### config.mk
export PLATFORM = sky130hd
export DESIGN_NAME = digit_bcd_conv
export DESIGN_NICKNAME = d
export VERILOG_FILES = /design/src/rtl/digit_bcd_conv_pkg.sv /design/src/rtl/digit_bcd_conv_dabble_step.sv /design/src/rtl/digit_bcd_conv.sv
export SDC_FILE = /design/constraint.sdc
export NUM_CORES = 1
export LEC_CHECK = 0
export ABC_AREA = 1
export CAP_MARGIN = 20
export CELL_PAD_IN_SITES_DETAIL_PLACEMENT = 0
export CELL_PAD_IN_SITES_GLOBAL_PLACEMENT = 1
export CORE_MARGIN = 10
export CORE_UTILIZATION = 42
export CTS_CLUSTER_DIAMETER = 60
export DETAILED_ROUTE_END_ITERATION = 12
export GPL_ROUTABILITY_DRIVEN = 0
export GPL_TIMING_DRIVEN = 0
export PLACE_DENSITY_LB_ADDON = 0.1
export SYNTH_ARGS = -nofsm -noshare
export SYNTH_HDL_FRONTEND = slang
export SYNTH_SLANG_ARGS = --single-unit
### constraint.sdc
create_clock -name lcd_pclk -period 3.95 [get_ports lcd_pclk]
set_clock_uncertainty 0.1 [all_clocks]
set_input_delay 0.5925 -clock lcd_pclk [delete_from_list [all_inputs] [get_ports lcd_pclk]]
set_output_delay 0.5925 -clock lcd_pclk [all_outputs]
set_load 0.01 [all_outputs]
### src/rtl/digit_bcd_conv_pkg.sv
// Shared types and constants for the binary-to-BCD display converter.
package digit_bcd_pkg;

    typedef enum logic [1:0] {IDLE, SHIFT, DONE} state_e;

    function automatic longint unsigned bcd_max(input int digits);
        longint unsigned m = 1;
        for (int i = 0; i < digits; i++) m = m * 10;
        return m - 1;
    endfunction

    function automatic int cnt_width(input int bin_width);
        return $clog2(bin_width + 1);
    endfunction

    localparam int DEF_BIN_WIDTH = 20;
    localparam int CNT_W         = cnt_width(DEF_BIN_WIDTH);

endpackage

### src/rtl/digit_bcd_conv_dabble_step.sv
// One double-dabble iteration: per-nibble +3 correction, then shift in one bit.
module bcd_dabble_step #(
    parameter int DIGITS = 6
) (
    input  logic [DIGITS*4-1:0] bcd_in,
    input  logic                bit_in,
    output logic [DIGITS*4-1:0] bcd_out
);
    logic [DIGITS*4-1:0] corr;
    logic                unused_msb;

    for (genvar g = 0; g < DIGITS; g++) begin : g_nib
        assign corr[g*4 +: 4] = (bcd_in[g*4 +: 4] >= 4'd5) ? bcd_in[g*4 +: 4] + 4'd3
                                                            : bcd_in[g*4 +: 4];
    end

    // Saturated input keeps the top digit <= 9, so the bit shifted out is always 0.
    assign {unused_msb, bcd_out} = {corr, bit_in};

endmodule

### src/rtl/digit_bcd_conv.sv
// Sequential binary-to-packed-BCD converter for the LCD digit overlay, with optional frame-locked output.
module digit_bcd_conv
    import digit_bcd_pkg::*;
#(
    parameter int BIN_WIDTH     = 20,
    parameter int DIGITS        = 6,
    parameter int SYNC_TO_FRAME = 1
) (
    input  logic                 lcd_pclk,
    input  logic                 sys_rst,
    input  logic [BIN_WIDTH-1:0] bin_in,
    input  logic                 bin_valid,
    output logic                 bin_ready,
    input  logic                 frame_start,
    output logic [DIGITS*4-1:0]  data,
    output logic                 data_upd,
    output logic                 overflow,
    output logic                 busy
);
    localparam int                   BCD_W = DIGITS * 4;
    localparam int                   CW    = cnt_width(BIN_WIDTH);
    localparam logic [BIN_WIDTH-1:0] MAX   = BIN_WIDTH'(bcd_max(DIGITS));
    localparam logic [CW-1:0]        LAST  = CW'(BIN_WIDTH - 1);

    state_e               state_q, state_d;
    logic [BCD_W-1:0]     bcd_q, bcd_d;
    logic [BIN_WIDTH-1:0] bin_q, bin_d;
    logic [CW-1:0]        cnt_q, cnt_d;
    logic                 ovf_pend_q, ovf_pend_d;
    logic [BCD_W-1:0]     data_q, data_d;
    logic                 ovf_q, ovf_d;
    logic                 upd_q, upd_d;
    logic [BCD_W-1:0]     step_bcd;
    logic                 over;

    bcd_dabble_step #(.DIGITS(DIGITS)) u_step (
        .bcd_in  (bcd_q),
        .bit_in  (bin_q[BIN_WIDTH-1]),
        .bcd_out (step_bcd)
    );

    assign over = (bin_in > MAX);

    always_comb begin
        state_d    = state_q;
        bcd_d      = bcd_q;
        bin_d      = bin_q;
        cnt_d      = cnt_q;
        ovf_pend_d = ovf_pend_q;
        data_d     = data_q;
        ovf_d      = ovf_q;
        upd_d      = 1'b0;
        case (state_q)
            IDLE: begin
                if (bin_valid) begin
                    bin_d      = over ? MAX : bin_in;
                    ovf_pend_d = over;
                    bcd_d      = '0;
                    cnt_d      = '0;
                    state_d    = SHIFT;
                end
            end
            SHIFT: begin
                bcd_d = step_bcd;
                bin_d = {bin_q[BIN_WIDTH-2:0], 1'b0};
                cnt_d = cnt_q + 1'b1;
                if (cnt_q == LAST) state_d = DONE;
            end
            DONE: begin
                // Frame-locked mode waits for vsync so the overlay never tears.
                if (SYNC_TO_FRAME == 0 || frame_start) begin
                    data_d  = bcd_q;
                    ovf_d   = ovf_pend_q;
                    upd_d   = 1'b1;
                    state_d = IDLE;
                end
            end
            default: state_d = IDLE;
        endcase
    end

    always_ff @(posedge lcd_pclk) begin
        if (sys_rst) begin
            state_q    <= IDLE;
            bcd_q      <= '0;
            bin_q      <= '0;
            cnt_q      <= '0;
            ovf_pend_q <= 1'b0;
            data_q     <= '0;
            ovf_q      <= 1'b0;
            upd_q      <= 1'b0;
        end else begin
            state_q    <= state_d;
            bcd_q      <= bcd_d;
            bin_q      <= bin_d;
            cnt_q      <= cnt_d;
            ovf_pend_q <= ovf_pend_d;
            data_q     <= data_d;
            ovf_q      <= ovf_d;
            upd_q      <= upd_d;
        end
    end

    assign bin_ready = (state_q == IDLE);
    assign busy      = (state_q != IDLE);
    assign data      = data_q;
    assign overflow  = ovf_q;
    assign data_upd  = upd_q;

endmodule

Word level (Yosys, flattened, before mapping) --
Cells that the tools add are included. W data, S select, Z words.
Storage, ports and cells: register bits after elaboration 78, input port bits 24, word-level logic and storage cells 55
Operators by class: add/subtract/negate cells 7, $lt $le $gt $ge 7, eq/ne operators 6, mux-type cells 18, bitwise logic cells 1, reductions and logical operators 8
Operator list (number):
- $pmux W24 S2 | 1
- $mux W20 | 2
- $pmux W20 S2 | 1
- $ge A4 B3 Y1 const B | 6
- $mux W24 | 1
- $add A4 B2 Y4 const B | 5
- $gt A20 B20 Y1 const B | 1
- $mux W4 | 5
- $pmux W5 S2 | 1
- $mux W2 | 3
- $ne A2 B2 Y1 const B | 3
- $pmux W2 S3 | 1
- $reduce_and A2 Y1 | 3
- $add A5 B1 Y5 const B | 1
- $eq A5 B5 Y1 const B | 1
- $mux W5 | 1
- $reduce_bool A2 Y1 | 2
- $add A3 B2 Y3 const B | 1
- $mux W3 | 1
- $reduce_and A3 Y1 | 1
- $eq A2 B1 Y1 const B | 1
- $eq A2 B2 Y1 const B | 1
- $logic_not A2 Y1 | 1
- $reduce_or A2 Y1 | 1
- 2 further kinds | 2

Depth between registers and ports, before layout --
Gate-level depths: netlist of the first run.
depth in word-level cells 4, depth in mapped cells 10

Hierarchy --
Synthesis of the first run repeated with hierarchy kept, for this count alone.
Second synthesis, totals: cells, all modules 544, area total of the unflattened synthesis 3950.0 µm²
Modules (own cells, without submodules):
- digit_bcd_conv | instances 1, cells each 414, area each 3224.3 µm², seq. area each 1561.5 µm²
- bcd_dabble_step | instances 1, cells each 130, area each 725.7 µm², seq. area each 0.0 µm²

Least setup slack after synthesis of the first run --
OpenSTA, ideal clock, no wires.
path type input-to-reg, start point input bin_in[6], end point register ovf_pend_q, library setup time 0.116 ns, data arrival time 1.355 ns, required time 3.734 ns, slack 2.379 ns, stages on the path 9, path through nor2_1 nand2_1 nand2_1 nand2_1 nand2_1 buf_2 nand3_1 o211ai_1 inv_1
Between the ends: longest elaborated chain between the ends 1
RTL lines:
- start, declared | RTL line digit_bcd_conv.sv:11 | input logic [BIN_WIDTH-1:0] bin_in,
- $gt A20 B20 Y1 | RTL line digit_bcd_conv.sv:42 | assign over = (bin_in > MAX);
- end signal, assigned | RTL line digit_bcd_conv.sv:97 | ovf_pend_q <= ovf_pend_d;
- end, declared | RTL line digit_bcd_conv.sv:29 | logic ovf_pend_q, ovf_pend_d;
Every way passes these cells. A chain may end at the register's enable or synchronous reset.

Worst setup path in the final report of the first run --
start point register state_q[0], end point output bin_ready
Between the ends: longest elaborated chain between the ends 1
RTL lines:
- start, declared | RTL line digit_bcd_conv.sv:25 | state_e state_q, state_d;
- start signal, assigned | RTL line digit_bcd_conv.sv:93 | state_q <= state_d;
- $logic_not A2 Y1 | RTL line digit_bcd_conv.sv:104 | assign bin_ready = (state_q == IDLE);
- end, declared | RTL line digit_bcd_conv.sv:13 | output logic bin_ready,
Every way passes these cells.

==> results of run 1 <==
==> worst max-delay path: cells and delay by family (launching register included) <==
| kind | cells | cell delay (ns) |
|---|---|---|
| flip-flops | 1 | 0.33 |
| AND/OR/NAND/NOR | 1 | 0.11 |
| buffers and inverters | 3 | 0.69 |
==> routing by layer <==
metal | vias up | wire, um | part of all wire (%) | global-route usage, %
li1 | 1830 | - | - | -
met5 | - | 0 | 0 | 0
met3 | 10 | 353 | 3.8 | 2.36
met4 | 0 | 114 | 1.2 | 5.93
met1 | 1582 | 4240 | 46 | 17.0
met2 | 56 | 4580 | 49 | 25.1
==> registers in the layout, indices dropped and copies added (netlist names) <==
| signal | cells |
|---|---|
| bcd_q | 24 |
| data | 24 |
| bin_q | 20 |
| cnt_q | 5 |
| state_q | 2 |
| data_upd | 1 |
| overflow | 1 |
| ovf_pend_q | 1 |
==> power by group <==
part / switching (W) / total (W) / leakage (nW) / internal, W
clock network: 0.000293 / 0.000600 / 0.102 / 0.000307
registers: 0.0000204 / 0.000846 / 0.634 / 0.000825
logic: 0.000166 / 0.000280 / 1.03 / 0.000114
total: 0.000480 / 0.00173 / 1.77 / 0.00125
==> through the flow <==
stage | instance area (sq um) | cells
finish | 4550 | 704
global route | 4550 | 704
CTS | 4550 | 704
detailed placement | 4350 | 688
global placement | 4350 | 688
floorplan | 3710 | 530
==> synthesized netlist by cell type, drive strengths merged <==
library cell  number
nand2             88
a21oi             78
dfxtp             78
inv               77
nor2              68
o21ai             52
nand3             17
clkbuf            15
ha                13
buf               12
nand4              9
a22oi              8
o22ai              5
xor2               5
a211oi             1
a31oi              1
nand3b             1
o211ai             1
o311a              1
==> area by class of cell <==
type	count	area (sq um)	share of cell area, %
repair buffers	50	500	11.0
multi-input cells	348	1730	38.1
clock buffers	10	138	3.03
clock inverters	6	61.3	1.35
flip-flops and latches	78	1560	34.3
well taps	108	135	2.97
inverters	77	289	6.36
plain buffers	27	128	2.81
==> worst min-delay path by stage <==
stage               end  slack, ns  depth (start not counted)
2_1_floorplan  bcd_q[0]       0.34                          2
3_3_place_gp   data[16]       0.33                          2
3_5_place_dp   data[17]       0.34                          2
4_1_cts        data[17]       0.35                          2
5_1_grt        data[17]       0.36                          2
6_report       data[17]       0.34                          2
==> kinds of logic (layout without fill, tap and decap cells) <==
family / count (synthesis) / in the layout / share of synthesized area [%]
AO/OA/AOI/OAI: 147 / 147 / 20.8
XOR/XNOR: 5 / 5 / 1.18
adder cells (fa/ha/maj): 13 / 13 / 4.38
buffers and inverters: 104 / 170 / 11.2
flip-flops: 78 / 78 / 42.1
AND/OR/NAND/NOR: 183 / 183 / 20.3
==> metrics.txt, run 1 <==
outcome completed; routed vias/inst roughly 5; Post-Place Setup Slack 1.67 ns; Hold Crit Start data[17]; CP required 3.26 ns; ANT nets after route 0; Total GRT Usage roughly 14%; final design utilization 52.4%; Slew headroom between 50% and 60%; top cells by area, synth dfxtp_1 (42%), a21oi_1 (11%), nand2_1 (8.7%); 1st-iter DRT viols 122; TritonCTS clock tree built; post-synth top area cell dfxtp_1; CTS root buffer clkbuf_8; Final Setup Violations 0; # IOs 52; Syn Area/Cell between 7 and 8 sq um; synth-to-layout area growth 22.5%; worst path cell trace inv_1 -> nand2_2 -> inv_1 -> clkdlybuf4s50_1; setup bufs post-CTS 0; Fillers ~900; fmax ~0.46 GHz; Max Transition Viols Final 0; worst skew pair latency approximately 0.34 ns; CTS Buf Count 9; grt ovf 0; CP endpoint bin_ready; crit path max fanout 4; Longest Clk Path Bufs 2; worst hold slack 0.344 ns; core box area a little under 0.009 sq mm; cts hold-fix bufs 0; Clock transition at path regs 0.08 ns; Die X approximately 110 um; number of H-tree levels 3; drt first pass iters 5; Layout Nets roughly 630; class of the worst hold path reg -> reg; most common cell after layout, fill and taps aside nand2_1; post-route setup slack around 1.8 ns; DP HPWL around 6800 um; maxcap violations 0; I/O Buffers 50; Synth Warn # 0; cells on worst reg2reg path 6; CP Class reg -> out; Post-CTS Resized 0; RSZ-0062 raised after global routing no; wire per inst approximately 13 um; Reg2Reg Capture Point bcd_q[9]; Routed WL 9290 um; Syn Std Cell Area approximately 0.0037 sq mm; DR vias 3478; drt drc 0; most used cell, CP inv_1; Period Utilization, post-route between 50 and 60%; gate count after technology mapping between 500 and 600; initial antenna violation count 0; Largest stage delay, worst path 0.53 ns; Seq/Total Area, Yosys between 40% and 50%; Hold Fails Final Rpt 0; crit path from state_q[0]; PD cells ~380 mW/mm^2; Peak VDD IR approximately 0.16 mV; Die Area roughly 0.013 sq mm; # clock sinks between 70 and 80; minimum clock period about 2.2 ns; share of cells above drive strength 1 around 5.5%; Slowest cell on crit path clkdlybuf4s50_1; number of synthesized register bits between 70 and 80; # diodes 0; CP startpoint kind flip-flop; Leakage roughly 1.8 nW; Core Rows 34; Synth top area share 42.1%; Slew @ Worst Pin 0.625 ns; Synthesized Nets 567; Die Y-Extent 114 um; r2r startpoint state_q[1]; first-pass GRT wire length around 15000 um; post-synth cell types 24; Setup TNS 0 ns; initial cell density of the core a little over two fifths; R2R setup slack 2.30 ns; largest net degree at the start of global routing 14; overall power 0.00173 W; WP data arrival 1.47 ns; most frequent cells in the layout nand2_1 (86), a21oi_1 (78), dfxtp_1 (78); number of global-route vias before repair about 3300; CP Capture Type primary output
Note: power is estimated with default switching activity, not from simulation.
==> run 2: changes to the inputs <==
--- a/config.mk
+++ b/config.mk
@@ -10,7 +10,7 @@
 export CELL_PAD_IN_SITES_DETAIL_PLACEMENT = 0
 export CELL_PAD_IN_SITES_GLOBAL_PLACEMENT = 1
 export CORE_MARGIN = 10
-export CORE_UTILIZATION = 42
+export CORE_UTILIZATION = 35
 export CTS_CLUSTER_DIAMETER = 60
 export DETAILED_ROUTE_END_ITERATION = 12
 export GPL_ROUTABILITY_DRIVEN = 0
==> constraint.sdc (replaced) <==
create_clock -name lcd_pclk -period 1.8 [get_ports lcd_pclk]
set_clock_uncertainty 0.1 [all_clocks]
set_input_delay 0.27 -clock lcd_pclk [delete_from_list [all_inputs] [get_ports lcd_pclk]]
set_output_delay 0.27 -clock lcd_pclk [all_outputs]
set_load 0.01 [all_outputs]
==> metrics.txt, run 2 (same netlist as run 1, synthesis figures left out) <==
outcome completed; cts hold-fix bufs 0; Die Area 0.0151 sq mm; largest net degree at the start of global routing 14; drt first pass iters 5; Core Rows 37; initial cell density of the core between 30% and 40%; grt ovf 0; CP startpoint kind flip-flop; Seq pwr share 46.3%; Fillers 1096; share of cells above drive strength 1 6.21%; Slew @ Worst Pin slightly below 0.6 ns; Routed WL 9720 um; Clock transition at path regs 0.08 ns; ANT nets after route 0; Longest Clk Path Bufs 2; DP HPWL a little over 7000 um; Hold Crit Start sys_rst; Die X around 120 um; crit path from overflow; Largest stage delay, worst path between 0.5 and 0.6 ns; Slew headroom between 60 and 70%; fmax 0.619 GHz; final design utilization about 45%; wire per inst 13.3 um; TritonCTS clock tree built; Total GRT Usage 13.6%; PD cells ~870 mW/mm^2; # IOs 52; Leakage between 1.5 and 2 nW; 1st-iter DRT viols approximately 210; Hold Fails Final Rpt 0; worst skew pair latency 0.36 ns; # clock sinks 78; initial antenna violation count 0; Die Y-Extent roughly 120 um; Psw ~0.0011 W; worst path cell trace clkdlybuf4s50_1; CP Class reg -> out; internal power 0.00291 W; worst hold slack between 0.2 and 0.25 ns; post-route cell area between 0.004 and 0.005 sq mm; drt drc 0; Period Utilization, post-route ~90%; final std cells w/o fill 732; DR vias 3445; CP top delay family buffers and inverters; Placed Area 0.00438 sq mm; post-placement cell count around 720; Clk network pwr share between 30% and 40%; CP Capture Type primary output; first-pass GRT wire length 16400 um; synth-to-layout area growth 24.4%; Layout Nets about 630; maxcap violations 0; minimum clock period ~1.6 ns; CP required roughly 1.4 ns; CTS Buf Count 9; Comb power frac 15.3%; CP bufs+invs 1; CTS root buffer clkbuf_8; crit path max fanout 2; number of global-route vias before repair between 3000 and 4000; Sw Ratio between 20 and 30%; I/O Buffers 50; Slowest cell on crit path clkdlybuf4s50_1; RSZ-0062 raised after global routing no; most common cell after layout, fill and taps aside nand2_1; Max Transition Viols Final 0; routed vias/inst around 4.7; Peak VDD IR 0.312 mV; number of H-tree levels 3; class of the worst hold path in -> reg; r2r startpoint state_q[0]; WP data arrival between 1 and 1.5 ns; core box area 0.0103 sq mm; # diodes 0; Final Setup Violations 0; most frequent cells in the layout nand2_1 (86), a21oi_1 (78), dfxtp_1 (76)
## run 2: cell types whose count changed in the layout (fill, tap and decap cells not counted), moves of 2 or more
cell,change
clkbuf_2,+2
clkdlybuf4s50_1,-2
dfxtp_1,-2
dlygate4sd2_1,+2
dfxtp_2,+2
clkinv_2,-2
## run 2: power by group through the flow
stage / logic (W) / registers, W / clock network (W)
floorplan: 0.000367 / 0.00190 / 0
global placement: 0.000630 / 0.00189 / 0
detailed placement: 0.000632 / 0.00190 / 0
CTS: 0.000629 / 0.00185 / 0.00158
global route: 0.000700 / 0.00187 / 0.00166
finish: 0.000613 / 0.00185 / 0.00153
## run 2: metal layers
metal  part of all wire, %  global-route usage, %  routed length (um)
met2                    49                   23.3                4720
met5                     0                      0                   0
met3                   5.0                   3.78                 483
met1                    45                   16.2                4420
met4                  0.98                   4.00                  95
## run 2: through the flow
step	setup TNS [ns]	worst slack [ns]	power, W
after floorplan	0	0.462	0.00227
after global placement	-2.31	-0.194	0.00252
after detailed placement	-2.83	-0.220	0.00253
after CTS	0	0.0842	0.00406
after global routing	0	0.0140	0.00423
final	0	0.183	0.00400
## run 2: final timing paths
path,end,slack [ns],depth (start not counted)
worst min register to register,data[3],0.34,2
worst max register to register,data[3],0.22,5
worst max-delay path,overflow,0.18,1
worst min-delay path,cnt_q[1],0.22,2
## run 2: layout make-up
type / count / area [sq um] / area share [%]
Clock inverter: 5 / 81.3 / 1.76
Tap cell: 136 / 170 / 3.68
Inverter: 77 / 289 / 6.26
Sequential cell: 78 / 1560 / 33.9
Timing Repair Buffer: 50 / 498 / 10.8
Multi-Input combinational cell: 348 / 1730 / 37.6
Clock buffer: 11 / 151 / 3.28
Buffer: 27 / 130 / 2.82
## run 2: timing repair
action                     CTS  global route
setup endpoints to repair    2             5
setup buffers                0             0
gates resized for setup      2             5
